[src/rtl/ahb_slave_arbiter_gen.sv]
// -----------------------------------------------------------------------------
// ahb_slave_arbiter_gen
//   Arbitrates access to one AHB slave between MASTER_NUM requesting masters.
//   The bus is granted for a whole transaction (fixed-length burst, or an
//   undefined-length INCR that lasts while the owner keeps requesting) and is
//   handed over back-to-back on the last beat. Fixed priority or round robin.
//
//   Optional feature macro: ARB_INCR_TIMEOUT_EN
//     When defined, an INCR owner is forced off the bus after MAX_HOLD beats
//     if another master is waiting.
//
// Ports
//   hclk      in   clock, rising edge
//   hreset_n  in   asynchronous active-low reset
//   hreq      in   [MASTER_NUM]  per-master bus request
//   hburst    in   hburst_type   burst type of the granted master's transfer
//   hwait     in   slave wait; a beat completes only when low
//   hgrant    out  [MASTER_NUM]  one-hot grant, masked while hwait is high
//   hsel      out  some master owns the bus
//   hmaster   out  [MIDX_W]      index of the current (or last) owner
//   hlast     out  current beat is the owner's last beat
// -----------------------------------------------------------------------------
package AHB_package;
  typedef enum logic [2:0] {
    SINGLE = 3'd0,
    INCR   = 3'd1,
    WRAP4  = 3'd2,
    INCR4  = 3'd3,
    WRAP8  = 3'd4,
    INCR8  = 3'd5,
    WRAP16 = 3'd6,
    INCR16 = 3'd7
  } hburst_type;
endpackage

module ahb_slave_arbiter_gen
  import AHB_package::*;
#(
  parameter int MASTER_NUM = 4,
  parameter int ARB_MODE   = 1,
  parameter int MAX_HOLD   = 16
) (
  input  logic                          hclk,
  input  logic                          hreset_n,
  input  logic [MASTER_NUM-1:0]         hreq,
  input  hburst_type                    hburst,
  input  logic                          hwait,
  output logic [MASTER_NUM-1:0]         hgrant,
  output logic                          hsel,
  output logic [$clog2(MASTER_NUM)-1:0] hmaster,
  output logic                          hlast
);

  localparam int MIDX_W = $clog2(MASTER_NUM);

  if (MASTER_NUM < 2 || MASTER_NUM > 16 || MAX_HOLD < 2 || MAX_HOLD > 255 ||
      (ARB_MODE != 0 && ARB_MODE != 1)) begin : g_param_check
    $error("ahb_slave_arbiter_gen: parameter out of range");
  end

  typedef enum logic {IDLE, BUSY} state_t;

  state_t                  state_q;
  logic [MASTER_NUM-1:0]   grant_q;
  hburst_type              burst_q;
  logic                    first_q;   // first cycle of a transaction
  logic [4:0]              count_q;
  logic [MIDX_W-1:0]       rr_ptr_q;
  logic [MIDX_W-1:0]       hmaster_q;

  // burst_q is only written at the end of the first BUSY cycle, so during that
  // cycle the owner's live hburst stands in for it.
  hburst_type cur_burst;
  assign cur_burst = first_q ? hburst : burst_q;

  function automatic logic [4:0] beat_limit(input hburst_type b);
    case (b)
      WRAP4, INCR4:   beat_limit = 5'd3;
      WRAP8, INCR8:   beat_limit = 5'd7;
      WRAP16, INCR16: beat_limit = 5'd15;
      default:        beat_limit = 5'd0;
    endcase
  endfunction

  logic                  busy, is_incr, owner_req, timeout, last, done;
  logic [MASTER_NUM-1:0] others, cand;
  logic [MIDX_W-1:0]     owner_nxt, start;

  assign busy      = (state_q == BUSY);
  assign is_incr   = (cur_burst == INCR);
  assign owner_req = |(hreq & grant_q);
  assign others    = hreq & ~grant_q;
  // The owner competes again only when nobody else is asking.
  assign cand      = (|others) ? others : hreq;
  assign owner_nxt = (hmaster_q == MIDX_W'(MASTER_NUM - 1)) ? '0 : hmaster_q + 1'b1;
  // On a handover the pointer update and the search happen in the same cycle,
  // so the search starts from the value the pointer is about to take.
  assign start     = (ARB_MODE == 0) ? '0 : (busy ? owner_nxt : rr_ptr_q);

`ifdef ARB_INCR_TIMEOUT_EN
  localparam logic [7:0] HOLD_LIM = 8'(MAX_HOLD - 1);
  logic [7:0] hold_q;
  assign timeout = is_incr && (hold_q >= HOLD_LIM) && (|others);
`else
  assign timeout = 1'b0;
`endif

  assign last = busy && (is_incr ? (!owner_req || timeout)
                                 : (count_q == beat_limit(cur_burst)));
  assign done = last && !hwait;

  // Circular search over cand starting at 'start'.
  logic              win_vld;
  logic [MIDX_W-1:0] win_idx;
  always_comb begin
    // NOTE: every variable assigned here gets a default first, otherwise a
    // path that skips the assignment infers a latch.
    int j;
    j       = 0;
    win_vld = 1'b0;
    win_idx = '0;
    for (int i = 0; i < MASTER_NUM; i++) begin
      j = int'(start) + i;
      if (j >= MASTER_NUM) j = j - MASTER_NUM;
      if (!win_vld && cand[j[MIDX_W-1:0]]) begin
        win_vld = 1'b1;
        win_idx = j[MIDX_W-1:0];
      end
    end
  end

  logic [MASTER_NUM-1:0] win_onehot;
  assign win_onehot = {{(MASTER_NUM-1){1'b0}}, 1'b1} << win_idx;

  // NOTE: reset is asynchronous (in the sensitivity list); state updates use
  // non-blocking assignments so every register samples pre-edge values.
  always_ff @(posedge hclk or negedge hreset_n) begin
    if (!hreset_n) begin
      state_q   <= IDLE;
      grant_q   <= '0;
      burst_q   <= SINGLE;
      first_q   <= 1'b0;
      count_q   <= '0;
      rr_ptr_q  <= '0;
      hmaster_q <= '0;
`ifdef ARB_INCR_TIMEOUT_EN
      hold_q    <= '0;
`endif
    end else begin
      case (state_q)
        IDLE: begin
          if (win_vld) begin
            state_q   <= BUSY;
            grant_q   <= win_onehot;
            hmaster_q <= win_idx;
            first_q   <= 1'b1;
            count_q   <= '0;
`ifdef ARB_INCR_TIMEOUT_EN
            hold_q    <= '0;
`endif
          end else begin
            grant_q <= '0;
          end
        end
        BUSY: begin
          if (first_q) begin
            burst_q <= hburst;
            first_q <= 1'b0;
          end
          if (!hwait) count_q <= count_q + 5'd1;
`ifdef ARB_INCR_TIMEOUT_EN
          if (!hwait && is_incr && hold_q != 8'hFF) hold_q <= hold_q + 8'd1;
`endif
          if (done) begin
            rr_ptr_q <= owner_nxt;
            if (win_vld) begin
              grant_q   <= win_onehot;
              hmaster_q <= win_idx;
              first_q   <= 1'b1;
              count_q   <= '0;
`ifdef ARB_INCR_TIMEOUT_EN
              hold_q    <= '0;
`endif
            end else begin
              grant_q <= '0;
              state_q <= IDLE;
            end
          end
        end
        default: state_q <= IDLE;
      endcase
    end
  end

  assign hgrant  = grant_q & {MASTER_NUM{~hwait}};
  assign hsel    = |grant_q;
  assign hmaster = hmaster_q;
  assign hlast   = last;

endmodule

[config.mk]
export PLATFORM = sky130hd
export DESIGN_NAME = ahb_slave_arbiter_gen
export DESIGN_NICKNAME = d
export VERILOG_FILES = /design/src/rtl/ahb_slave_arbiter_gen.sv
export SDC_FILE = /design/constraint.sdc
export NUM_CORES = 1
export LEC_CHECK = 0
export ABC_AREA = 1
export BUFFER_PORTS_ARGS = -buffer_cell sky130_fd_sc_hd__buf_2
export CAP_MARGIN = 10
export CORE_ASPECT_RATIO = 0.7
export CORE_MARGIN = 3
export CORE_UTILIZATION = 55
export CTS_CLUSTER_DIAMETER = 200
export DETAILED_ROUTE_END_ITERATION = 10
export PLACE_DENSITY = 0.87
export SLEW_MARGIN = 20
export SYNTH_ARGS = -nofsm -noshare
export SYNTH_HDL_FRONTEND = slang
export SYNTH_SLANG_ARGS = --single-unit
[constraint.sdc]
create_clock -name hclk -period 2.4 [get_ports hclk]
set_clock_uncertainty 0.1 [all_clocks]
set_input_delay 0.24 -clock hclk [delete_from_list [all_inputs] [get_ports hclk]]
set_output_delay 0.24 -clock hclk [all_outputs]
set_load 0.05 [all_outputs]
==> Yosys cells after proc, flatten, opt, wreduce, memory -nomap -nowiden <==
Cells that the tools add are included.
{ "op_classes": {"addsub": 9, "n_mul": 0, "div": 0, "order_cmp": 8, "n_eq_ne": 11, "shifts": 1, "mux": 43, "bitwise_logic": 6, "reduce_logical": 17} }
{ "op_table": {"columns": ["operator", "n"], "rows": [
  ["2-bit 2-to-1 mux", 12],
  ["5-bit 2-to-1 mux", 4],
  ["1-bit 2-to-1 mux", 13],
  ["4-bit bitwise AND", 3],
  ["3-bit equality test (second input constant)", 4],
  ["2-bit by 3-bit less-than comparator with 1-bit output (second input constant)", 4],
  ["4-bit 2-to-1 mux", 3],
  ["4-bit case mux with 3 select lines", 1],
  ["4-bit OR reduction", 3],
  ["5-bit case mux with 2 select lines", 1],
  ["3-bit >= comparator (second input constant)", 3],
  ["1-bit binary-select mux with 2-bit select", 4],
  ["4-bit case mux with 2 select lines", 1],
  ["2-bit by 1-bit subtractor with 2-bit output (second input constant)", 4],
  ["2-bit by 2-bit adder with 3-bit output (second input constant)", 2],
  ["3-bit by 2-bit equality test with 1-bit output (second input constant)", 2],
  ["2-bit OR reduction", 3],
  ["5-bit by 1-bit adder with 5-bit output (second input constant)", 1],
  ["5-bit equality test", 1],
  ["1-bit logical AND", 5],
  ["1-bit logical NOT", 5],
  ["4-bit inverter", 1],
  ["1-bit case mux with 2 select lines", 2],
  ["2-bit case mux with 2 select lines", 1],
  ["11 further kinds", 12]
]} }
{ "totals": {"regBits": 18, "latchBits": 0, "ram_bits": 0, "romBits": 0, "in_bits": 10, "out_inout_bits": 8, "wordCells": 102, "n_memories": 0} }

==> Logic depth before layout (Yosys ltp) <==
Gate-level depths: netlist of run 1.
{ "logic_depth": {"depth_word": 21, "ltp_mapped": 15, "mapped_depth_nobuf": 15} }

==> Least setup slack after synthesis of run 1 <==
Ideal clock, no wire load.
{ "synth_timing": {"path_type": "reg-to-reg", "start": "register first_q", "end": "register count_q[0]", "setup_ns": 0.118, "t_arrival_ns": 2.133, "required_ns": 2.182, "path_slack_ns": 0.050, "path_stages_with_launch": 13, "n_path_buf": 0, "period_less_slack_ns": 2.350, "cell_sequence": "dfrtp_1 o21ai_1 inv_1 nand2_1 nand3_1 nand2_1 nand3_1 nand2_1 nand2_1 nor2_1 nand3_2 nand2_1 nand2_1"} }
{ "synth_between": {"elab_chain_cells": 10, "elab_cells_between_ends": 18, "classes_between": "8 x eq/ne; 5 x mux; 5 x reduce/logical"} }
{ "synth_rtl": {"columns": ["element", "line_no", "rtl"], "rows": [
  ["start: declaration", "66", "logic first_q;"],
  ["start signal: assignment", "142", "first_q <= 1'b0;"],
  ["start signal: assignment", "156", "first_q <= 1'b1;"],
  ["start signal: assignment", "168", "first_q <= 1'b0;"],
  ["3-bit 2-to-1 mux *", null, null],
  ["3-bit equality test / 3-bit by 2-bit equality test with 1-bit output (equally long branches)", "77", "case (b)"],
  ["2-bit OR reduction", "77", null],
  ["4-bit case mux with 3 select lines", "77", null],
  ["5-bit equality test", "109", ": (count_q == beat_limit(cur_burst)));"],
  ["1-bit 2-to-1 mux *", "108", "assign last = busy && (is_incr ? (!owner_req || timeout)"],
  ["1-bit logical AND *", "108", null],
  ["net hlast", "51", "output logic hlast"],
  ["1-bit logical AND *", "110", "assign done = last && !hwait;"],
  ["5-bit 2-to-1 mux *", "174", "if (done) begin"],
  ["5-bit case mux with 2 select lines *", "150", "case (state_q)"],
  ["end signal: assignment", "170", "if (!hwait) count_q <= count_q + 5'd1;"],
  ["end: declaration", "67", "logic [4:0] count_q;"]
]} }
Mark *: on every way through the listed nets, which the timed path passes. The rest lies on a longest branch.
A chain may end at the register's enable or synchronous reset.

==> Worst setup path after layout of run 1 <==
{ "layout_timing": {"start": "register hmaster_q[0] (netlist: hmaster[0])", "end": "register grant_q[2]"} }
{ "layout_between": {"elab_chain_cells": 21, "elab_cells_between_ends": 45, "classes_between": "8 x add/sub; 4 x order compare; 1 x eq/ne; 1 x shift; 25 x mux; 6 x reduce/logical"} }
{ "layout_rtl": {"columns": ["element", "line_no", "rtl"], "rows": [
  ["start: declaration", "69", "logic [MIDX_W-1:0] hmaster_q;"],
  ["start signal: assignment", "155", "hmaster_q <= win_idx;"],
  ["start signal: assignment", "178", "hmaster_q <= win_idx;"],
  ["2-bit by 1-bit adder with 2-bit output / 2-bit equality test (equally long branches)", "95", "assign owner_nxt = (hmaster_q == MIDX_W'(MASTER_NUM - 1)) ? '0 : hmaster_q + 1'b1;"],
  ["2-bit 2-to-1 mux *", "95", null],
  ["net owner_nxt[1]", "87", "logic [MIDX_W-1:0] owner_nxt, start;"],
  ["2-bit 2-to-1 mux *", "98", "assign start = (ARB_MODE == 0) ? '0 : (busy ? owner_nxt : rr_ptr_q);"],
  ["parallel branches: the longest is 15 deep, another holds 2-bit by 1-bit adder with 3-bit output", null, null],
  ["4-bit 2-to-1 mux *", "152, 176", null],
  ["4-bit 2-to-1 mux", "174", null],
  ["4-bit case mux with 2 select lines *", "150", null],
  ["end signal: assignment", "154", "grant_q <= win_onehot;"],
  ["end signal: assignment", "177", "grant_q <= win_onehot;"],
  ["end: declaration", "64", "logic [MASTER_NUM-1:0] grant_q;"]
]} }
Mark *: on every way through the listed nets, which the timed path passes. The select of a mux whose other input is x is not followed.

==> reports/qor.yml, run 1 <==
timing:
  min_period_ps: 2231
  final_max_slew_viol_count: 0
  relSlewSlack_pct: 71.74
  fmax_mhz: 448.3
  min_period_over_period_pct: 92.95
  hold_violations: 0
  setup_tns_ps: 0
  finalSetupViolCount: 0
  rsz0062_at_grt: "false"
  worstMarginPinSlew_ps: 424.0
grt:
  overflow: 0
  grt_pass1_vias: 1159
  grt_pass1_wl_microns: 5313
  track_usage_pct: 22.67
  grt_max_degree: 19
  antenna_found_initial: 0
outcome:
  status: "finished clean"
placed_design:
  gp_congestion: 1.008
  port_buffers: 17
  hpwlAfterDp_microns: 2579
logic_synthesis:
  netlist_instances: 217
  ys_seq_area_share_pct: 32.40
  yosysTopAreaCell: "dfrtp_1"
  synthTopCellsByCount: "77 x nand2_1, 29 x nand3_1, 22 x inv_1"
  synth_edf_count: 0
  async_flop_share_pct: 100.0
  synthFlopType: "dfrtp_1"
  synth.most_common_cell: "nand2_1"
  ys_warn_count: 0
  yosys.area.top_type_share_pct: 32.40
  yosysUniqueCellTypes: 28
  synth_area_sq_um: 1390
  avgSynthCellArea_sq_um: 6.406
  syn_nets: 229
  synth-seq-cells: 18
  yosys-top-cells-area: "dfrtp_1 32%, nand2_1 21%, nand3_1 10%, inv_1 5.9%, nor2_1 5.4%"
floorplan:
  rows: 14
  die_h_microns: 48.06
  fp.dieArea_sq_um: 3176
  start_util_pct: 61.04
  die_w_microns: 66.09
  boundaryPins: 18
  core_area_sq_um: 2277
cts:
  clock_sinks: 18
  cts_buffers: 3
  ctsLongestPathBuffers: 2
  cts_htree_levels: 1
  root_buffer: "clkbuf_4"
  path_clk_slew_ps: 100
  clock_latency_ps: 300
  cts_tree: "yes"
layout:
  fin_nets: 256
  finish.utilization_pct: 71.87
  fillers: 188
  drive_above_1_share_pct: 20.16
  diodes: 0
  area_growth_pct: 17.73
routing:
  detailedRoute.firstIterationViolations: 110
  drcViolationCount: 0
  wirelength_microns: 3479
  postRouteAntennaNets: 0
  wl_per_cell_microns: 12.65
  drt_pass1_iterations: 5
  avgViaCountPerCell: 5.484
  vias: 1508
critical_path:
  crit_fanout: 4
  cp_data_required_time_ps: 2500
  path_cells: "ha_1 -> inv_1 -> o21ai_4 -> buf_4 -> inv_1 -> nand3_1 -> nand2_1 -> nor2_1 -> nand3_1 -> nand2_1 -> nand2_2 -> nand3_1 -> nand2_1"
  slowest_stage: "dfrtp_1"
  arrival_ps: 2330
  slowest_delay_ps: 420
  r2r_cells: 13
  critPathLaunchType: "flop"
  worstSetupPathType: "reg2reg"
  cp-end-kind: "flop"
run:
  maxCapViolations: 0
hold_path:
  hold_class: "in2reg"
  worstHoldPathCells: 5
[logic make-up (layout without fill, tap and decap cells)]
kind of cell / Yosys count / after routing / synth area share (%)
compound gates: 26 / 26 / 11.52
xor+xnor: 2 / 2 / 1.801
fa+ha+maj: 2 / 2 / 1.800
buf+inv: 30 / 56 / 8.282
flops: 18 / 18 / 32.40
simple gates: 139 / 139 / 44.19
[what timing repair did]
item,4_1_cts,5_1_grt
hold endpoints to repair,18,0
setup endpoints to repair,0,12
hold buffers,1,0
buffers inserted,0,3
resized for setup,0,10
[worst paths after layout]
kind | from | slack, ps | to
max | hmaster[0]$_DFFE_PN0P_ | 170 | grant_q[2]$_DFFE_PN0P_
min | hburst[2] | 220 | burst_q[2]$_DFFE_PN0P_
max reg2reg | hmaster[0]$_DFFE_PN0P_ | 170 | grant_q[2]$_DFFE_PN0P_
min reg2reg | grant_q[0]$_DFFE_PN0P_ | 390 | grant_q[0]$_DFFE_PN0P_
max in group asynchronous | hreset_n | 1590 | first_q$_DFFE_PN0P_
min in group asynchronous | hreset_n | 290 | count_q[2]$_DFFE_PN0P_
[metal layers]
metal  share of wire, %  GRT usage, %  vias up  routed length (microns)
met5                  0             0        -                        0
met1                 49         36.15      670                     1713
li1                   -             -      755                        -
met2                 40         31.16       79                     1400
met4               0.49         3.644        0                       17
met3                 10         4.930        4                      348
[critical path, delay by kind of cell (launching register included)]
| family | cells | cell delay [ps] |
|---|---|---|
| buffers and inverters | 3 | 300 |
| adders and majority gates | 1 | 290 |
| and+or+nand+nor | 8 | 760 |
| AOI/OAI and AO/OA | 1 | 250 |
| DFF | 1 | 420 |
[cell usage in the layout (no fill, tap or decap)]
cell           netlist  layout
nand2_1             77      76
nand3_1             29      29
inv_1               22      22
nor2_1              20      18
dfrtp_1             18      17
buf_2                0      16
o21ai_0              8       8
a21oi_1              6       6
buf_4                0       6
inv_2                5       5
nor2_2               2       4
nand4_1              3       3
nand2_2              2       3
o21ai_1              4       3
clkbuf_4             0       3
nor3_1               2       2
o21ai_4              1       2
o21bai_1             2       2
nand3_2              2       2
ha_1                 2       2
o21ai_2              1       1
o22ai_1              1       1
a22o_1               1       1
xor2_1               1       1
xor2_4               0       1
nor2_4               1       1
o31ai_1              1       1
inv_4                1       1
a21boi_0             1       1
nor2_8               1       1
clkbuf_8             0       1
dfrtp_2              0       1
dlygate4sd3_1        0       1
buf_6                0       1
[final cells by class]
| class | instances | area [sq um] | share of cell area [%] |
|---|---|---|---|
| inverter | 28 | 107.6 | 6.575 |
| sequential | 18 | 451.7 | 27.60 |
| timing repair buffer | 24 | 146.4 | 8.945 |
| tap | 32 | 40.04 | 2.446 |
| clock buffer | 4 | 36.28 | 2.217 |
| multi-input combinational | 169 | 854.6 | 52.22 |
[state kept, by name (all words and copies together), names as in the netlist]
name	cells
count_q	5
busy	1
first_q	1
rr_ptr_q	2
grant_q	4
burst_q	3
hmaster	2
[per-stage QoR]
stage / hold slack [ps] / worst slack (ps) / cell area (sq um) / std cells
6_report: 215.7 / 169.1 / 1637 / 275
4_1_cts: 213.7 / 48.60 / 1577 / 272
3_5_place_dp: 92.90 / 144.2 / 1530 / 267
3_3_place_gp: 89.26 / 197.7 / 1530 / 267
2_1_floorplan: -155.6 / 49.92 / 1390 / 217
5_1_grt: 237.0 / 4.575 / 1637 / 275
Power of run 1 is not shown: default switching activity piles up to over one toggle a cycle in this logic, so the estimate is an artifact.
==> run 2: changes to the inputs <==
--- a/config.mk
+++ b/config.mk
@@ -8,12 +8,15 @@
 export ABC_AREA = 1
 export BUFFER_PORTS_ARGS = -buffer_cell sky130_fd_sc_hd__buf_2
 export CAP_MARGIN = 10
+export CELL_PAD_IN_SITES_DETAIL_PLACEMENT = 1
+export CELL_PAD_IN_SITES_GLOBAL_PLACEMENT = 2
 export CORE_ASPECT_RATIO = 0.7
 export CORE_MARGIN = 3
-export CORE_UTILIZATION = 55
+export CORE_UTILIZATION = 31
+export CTS_BUF_LIST = sky130_fd_sc_hd__clkbuf_16
 export CTS_CLUSTER_DIAMETER = 200
 export DETAILED_ROUTE_END_ITERATION = 10
-export PLACE_DENSITY = 0.87
+export PLACE_DENSITY = 0.9
 export SLEW_MARGIN = 20
 export SYNTH_ARGS = -nofsm -noshare
 export SYNTH_HDL_FRONTEND = slang
==> reports/qor.yml, run 2 (same netlist as run 1, synthesis figures left out) <==
layout:
  diodes: 0
  design_area_sq_um: 1730
  largest_reg_flops: 5
  fin_nets: 259
  fillers: 566
  drive_above_1_share_pct: 21.95
  largest_register: "count_q"
  mostFrequentLayoutCells: "74 x nand2_1, 29 x nand3_1, 22 x inv_1, 18 x dfrtp_1, 17 x nor2_1"
  largestRegisters: "count_q: 5 flops, grant_q: 4 flops, burst_q: 3 flops"
  final_common_cell: "nand2_1"
  area_growth_pct: 24.48
  stdcell_count: 298
grt:
  grt_pass1_wl_microns: 6872
  top_usage_layer: "met1"
  gr-usage-met3_pct: 3.689
  antenna_found_initial: 0
  track_usage_pct: 16.51
  grt_use_met1_pct: 26.28
  use_met2_pct: 22.83
  overflow: 0
  grt_pass1_vias: 1423
  grt_max_degree: 19
timing:
  hold_violations: 0
  worstMarginPinSlew_ps: 434.6
  final_max_slew_viol_count: 0
  min_period_over_period_pct: 92.92
  hold_slack_ps: 291.3
  finalSetupViolCount: 0
  min_period_ps: 2230
  fmax_mhz: 448.4
  relSlewSlack_pct: 71.03
critical_path:
  cp-end-kind: "flop"
  cp_data_required_time_ps: 2440
  crit_fanout: 5
  worstSetupPathType: "reg2reg"
  critPathLaunchType: "flop"
  arrival_ps: 2270
placed_design:
  dpl.cell_count: 290
  hpwlAfterDp_microns: 3296
  gp_congestion: 0.8614
  port_buffers: 17
  placed_area_sq_um: 1578
cts:
  ctsLongestPathBuffers: 2
  cts_htree_levels: 1
  cts_tree: "yes"
  path_clk_slew_ps: 50
  root_buffer: "clkbuf_16"
  clock_sinks: 18
  cts_buffers: 3
  clock_latency_ps: 250
hold_path:
  hold_class: "in2reg"
routing:
  avgViaCountPerCell: 4.933
  detailedRoute.firstIterationViolations: 75
  vias: 1470
  drcViolationCount: 0
  drt_pass1_iterations: 4
  wl_per_cell_microns: 13.90
  postRouteAntennaNets: 0
  wirelength_microns: 4142
floorplan:
  die_h_microns: 62.03
  start_util_pct: 33.80
  rows: 19
  die_w_microns: 86.04
  core_area_sq_um: 4113
  boundaryPins: 18
  fp.dieArea_sq_um: 5336
outcome:
  status: "finished clean"
run:
  maxCapViolations: 0
[run 2: cell count changes in the layout (fill, tap and decap cells not counted), sizes merged]
cell	before	now
clkinv	0	1
clkbuf	4	3
buf	23	26
[run 2: worst paths after layout]
path                                        start                     end  slack (ps)  cells after the start
hold reg to reg            grant_q[1]$_DFFE_PN0P_  grant_q[1]$_DFFE_PN0P_         390                      2
min in group asynchronous                hreset_n  burst_q[0]$_DFFE_PN0P_         360                      2
max in group asynchronous                hreset_n  grant_q[3]$_DFFE_PN0P_        1530                      2
setup / recovery           hmaster[1]$_DFFE_PN0P_  grant_q[2]$_DFFE_PN0P_         170                     13
setup reg to reg           hmaster[1]$_DFFE_PN0P_  grant_q[2]$_DFFE_PN0P_         170                     13
hold / removal                          hburst[2]  burst_q[2]$_DFFE_PN0P_         290                      5
[run 2: per-stage QoR]
step | worst slack (ps) | utilization [%] | TNS (ps)
after floorplan | 49.92 | - | 0
after global placement | 199.3 | 38.36 | 0
after global routing | -5.071 | 42.07 | -5.071
final | 169.9 | 42.07 | 0
after CTS | 51.94 | 40.52 | 0
after detailed placement | 139.2 | 38.36 | 0
[run 2: layout make-up]
| class | instances | area, sq um | area share, % |
|---|---|---|---|
| clock buffer | 3 | 75.07 | 4.338 |
| multi-input combinational | 169 | 863.3 | 49.89 |
| tap | 52 | 65.06 | 3.760 |
| inverter | 28 | 107.6 | 6.218 |
| timing repair buffer | 27 | 165.2 | 9.544 |
| sequential | 18 | 450.4 | 26.03 |
| clock inverter | 1 | 3.754 | 0.2169 |
[run 2: repair_timing]
action / in CTS / in global routing
hold buffers: 1 / 0
resized for setup: 0 / 12
setup endpoints to repair: 0 / 12
buffers inserted: 0 / 3
endpoints found under the hold margin: 18 / 0
[run 2: routing by layer]
layer / share of wire [%] / up-vias
met3: 5.5 / 2
met2: 40 / 26
li1: - / 760
met5: 0 / -
met4: 0.097 / 0
met1: 55 / 682
[run 2: worst max-delay path: stages, from the launching register on]
cell and delay (ps):
dfrtp_1 400, ha_1 290, inv_1 70, o21ai_4 230
buf_4 170, inv_1 70, nand3_1 100, nand2_1 110
nor2_2 140, nand3_1 90, nand2_2 100, nand2_2 70
nand3_1 90, nand2_1 60
Power of run 2 is left out for the same reason.
==> run 3: changes to the inputs <==
--- a/config.mk
+++ b/config.mk
@@ -5,18 +5,17 @@
 export SDC_FILE = /design/constraint.sdc
 export NUM_CORES = 1
 export LEC_CHECK = 0
-export ABC_AREA = 1
 export BUFFER_PORTS_ARGS = -buffer_cell sky130_fd_sc_hd__buf_2
 export CAP_MARGIN = 10
 export CELL_PAD_IN_SITES_DETAIL_PLACEMENT = 1
 export CELL_PAD_IN_SITES_GLOBAL_PLACEMENT = 2
 export CORE_ASPECT_RATIO = 0.7
 export CORE_MARGIN = 3
-export CORE_UTILIZATION = 31
+export CORE_UTILIZATION = 36
 export CTS_BUF_LIST = sky130_fd_sc_hd__clkbuf_16
 export CTS_CLUSTER_DIAMETER = 200
 export DETAILED_ROUTE_END_ITERATION = 10
-export PLACE_DENSITY = 0.9
+export PLACE_DENSITY = 0.89
 export SLEW_MARGIN = 20
 export SYNTH_ARGS = -nofsm -noshare
 export SYNTH_HDL_FRONTEND = slang
==> constraint.sdc (replaced) <==
create_clock -name hclk -period 2.5 [get_ports hclk]
set_clock_uncertainty 0.1 [all_clocks]
set_input_delay 0.25 -clock hclk [delete_from_list [all_inputs] [get_ports hclk]]
set_output_delay 0.25 -clock hclk [all_outputs]
set_load 0.05 [all_outputs]
==> reports/qor.yml, run 3 <==
hold_path:
  worstHoldPathCells: 2
  holdPathEnd: "burst_q[2]$_DFFE_PN0P_"
  worstHoldStart: "hburst[2]"
  hold_class: "in2reg"
logic_synthesis:
  yosys-top-cells-area: "dfrtp_1 33%, mux2_2 4.1%, nor2b_1 3.6%, a22o_1 3.2%, a31oi_4 3.1%"
  yosysTopAreaCell: "dfrtp_1"
  netlist_instances: 135
  synthTopCellsByCount: "18 x dfrtp_1, 11 x nor2_1, 8 x nor2b_1"
  ys_warn_count: 0
  syn_nets: 147
  synth_edf_count: 0
  synth-seq-cells: 18
  yosysUniqueCellTypes: 53
  ys_seq_area_share_pct: 32.58
  avgSynthCellArea_sq_um: 10.24
  synth_area_sq_um: 1383
  yosys.area.top_type_share_pct: 32.58
  synthFlopType: "dfrtp_1"
  async_flop_share_pct: 100.0
  synth.most_common_cell: "dfrtp_1"
critical_path:
  slowest_delay_ps: 480
  worstReg2RegStart: "hmaster[0]$_DFFE_PN0P_"
  path_cells: "mux2i_4 -> nand2_1 -> mux2i_2 -> a31oi_4 -> nor2_1 -> buf_2"
  r2r_cells: 6
  arrival_ps: 1990
  crit_family: "multiplexers"
  slowest_stage: "dfrtp_2"
  cp_data_required_time_ps: 2150
  startpoint: "first_q$_DFFE_PN0P_"
  cp-end-kind: "output port"
  r2r_setup_slack_ps: 280
  crit_fanout: 7
  critical_path_buf_inv_count: 1
  critPathLaunchType: "flop"
  worstSetupPathType: "reg2out"
  regToRegEndpoint: "grant_q[3]$_DFFE_PN0P_"
cts:
  cts_buffers: 3
  clock_latency_ps: 260
  cts_htree_levels: 1
  cts_tree: "yes"
  path_clk_slew_ps: 60
  ctsLongestPathBuffers: 2
  root_buffer: "clkbuf_16"
  clock_sinks: 18
timing:
  worstMarginPinSlew_ps: 424.1
  hold_slack_ps: 166.6
  fmax_mhz: 428.2
  rsz0062_at_grt: "false"
  min_period_ps: 2336
  min_period_over_period_pct: 93.42
  finalSetupViolCount: 0
  layout_setup_ws_ps: 164.4
  setup_tns_ps: 0
  hold_violations: 0
  final_max_slew_viol_count: 0
  relSlewSlack_pct: 71.73
floorplan:
  core_area_sq_um: 3603
  die_w_microns: 80.07
  die_h_microns: 57.85
  fp.dieArea_sq_um: 4632
  boundaryPins: 18
  start_util_pct: 38.37
  rows: 18
routing:
  postRouteAntennaNets: 0
  drt_pass1_iterations: 4
  wl_per_cell_microns: 19.00
  drcViolationCount: 0
  avgViaCountPerCell: 5.722
  detailedRoute.firstIterationViolations: 53
  vias: 1173
  wirelength_microns: 3894
layout:
  largestRegisters: "count_q: 5 flops, grant_q: 4 flops, burst_q: 3 flops"
  fin_nets: 168
  largest_reg_flops: 5
  area_growth_pct: 16.29
  largest_register: "count_q"
  drive_above_1_share_pct: 30.97
  mostFrequentLayoutCells: "17 x dfrtp_1, 17 x buf_2, 11 x nor2_1, 8 x nor2b_1, 7 x o21ai_0"
  diodes: 0
grt:
  track_usage_pct: 18.04
  grt_max_degree: 19
  antenna_found_initial: 0
  overflow: 0
  grt_pass1_wl_microns: 6279
  grt_pass1_vias: 1230
placed_design:
  port_buffers: 17
  post-place-ws_ps: 288.6
  gp_congestion: 0.8012
  hpwlAfterDp_microns: 2968
run:
  maxCapViolations: 0
outcome:
  status: "finished clean"
power:
  power.leakage_nw: 0.6861
  ir_worst_vdd_uv: 455.4
  power.density_nw_per_um2: 1288
## run 3: repair_timing
action	in CTS	in global routing
endpoints found under the hold margin	18	0
hold buffers	1	0
gates resized for setup	0	1
setup buffers	0	0
setup endpoints to repair	0	1
## run 3: power by group
group / switching, W / leakage [nW] / internal (W)
registers: 0.000166 / 0.220 / 0.000415
clock network: 0.000119 / 0.0385 / 0.000213
logic: 0.000683 / 0.427 / 0.000474
## run 3: cell type report
| type | instances | area, sq um |
|---|---|---|
| Sequential cell | 18 | 451.7 |
| Timing Repair Buffer | 21 | 117.6 |
| Clock buffer | 3 | 75.07 |
| Inverter | 4 | 15.01 |
| Clock inverter | 1 | 3.754 |
| Fill cell | 416 | 1996 |
| Tap cell | 50 | 62.56 |
| Multi-Input combinational cell | 108 | 882.1 |
## run 3: kinds of logic (layout without fill, tap and decap cells)
kind of cell             Yosys count  in the layout  share of synthesized area, %
buffers and inverters              9             29                         3.619
multiplexers                      10             10                         8.868
adder cells (fa/ha/maj)            2              2                         1.810
AO/OA/AOI/OAI                     43             43                         29.14
flip-flops                        18             18                         32.58
AND/OR/NAND/NOR                   52             52                         23.35
XOR/XNOR                           1              1                        0.6336
## run 3: worst max path at each step
stage,slack (ps),to,depth (start not counted)
floorplan,260,hlast,6
global route,40,hlast,6
detailed placement,290,rr_ptr_q[0]$_DFFE_PN0P_,6
CTS,40,hlast,6
global placement,370,hlast,6
finish,160,hlast,6
## run 3: per-layer routing
metal	part of all wire [%]	GRT usage [%]
met1	48	23.23
met5	0	0
met4	0.92	4.096
met3	3.8	5.280
met2	48	30.19
## run 3: worst reg2reg max path, cell delays in order, from the launching register on
cell     delay, ps
dfrtp_1        420
ha_1           330
mux2i_1        330
o21ai_0        160
a221o_1        380
nor2_1         260
a22o_1         180
## run 3: through the flow
| step | power [W] | instance area [sq um] | util (%) | std cells |
|---|---|---|---|---|
| 5_1_grt | 0.002199 | 1608 | 44.62 | 205 |
| 6_report | 0.002070 | 1608 | 44.62 | 205 |
| 2_1_floorplan | 0.001455 | 1383 | - | 135 |
| 3_5_place_dp | 0.001730 | 1518 | 42.12 | 200 |
| 4_1_cts | 0.002077 | 1607 | 44.58 | 205 |
| 3_3_place_gp | 0.001656 | 1518 | 42.12 | 200 |
Power figures use the tool's default switching activity.
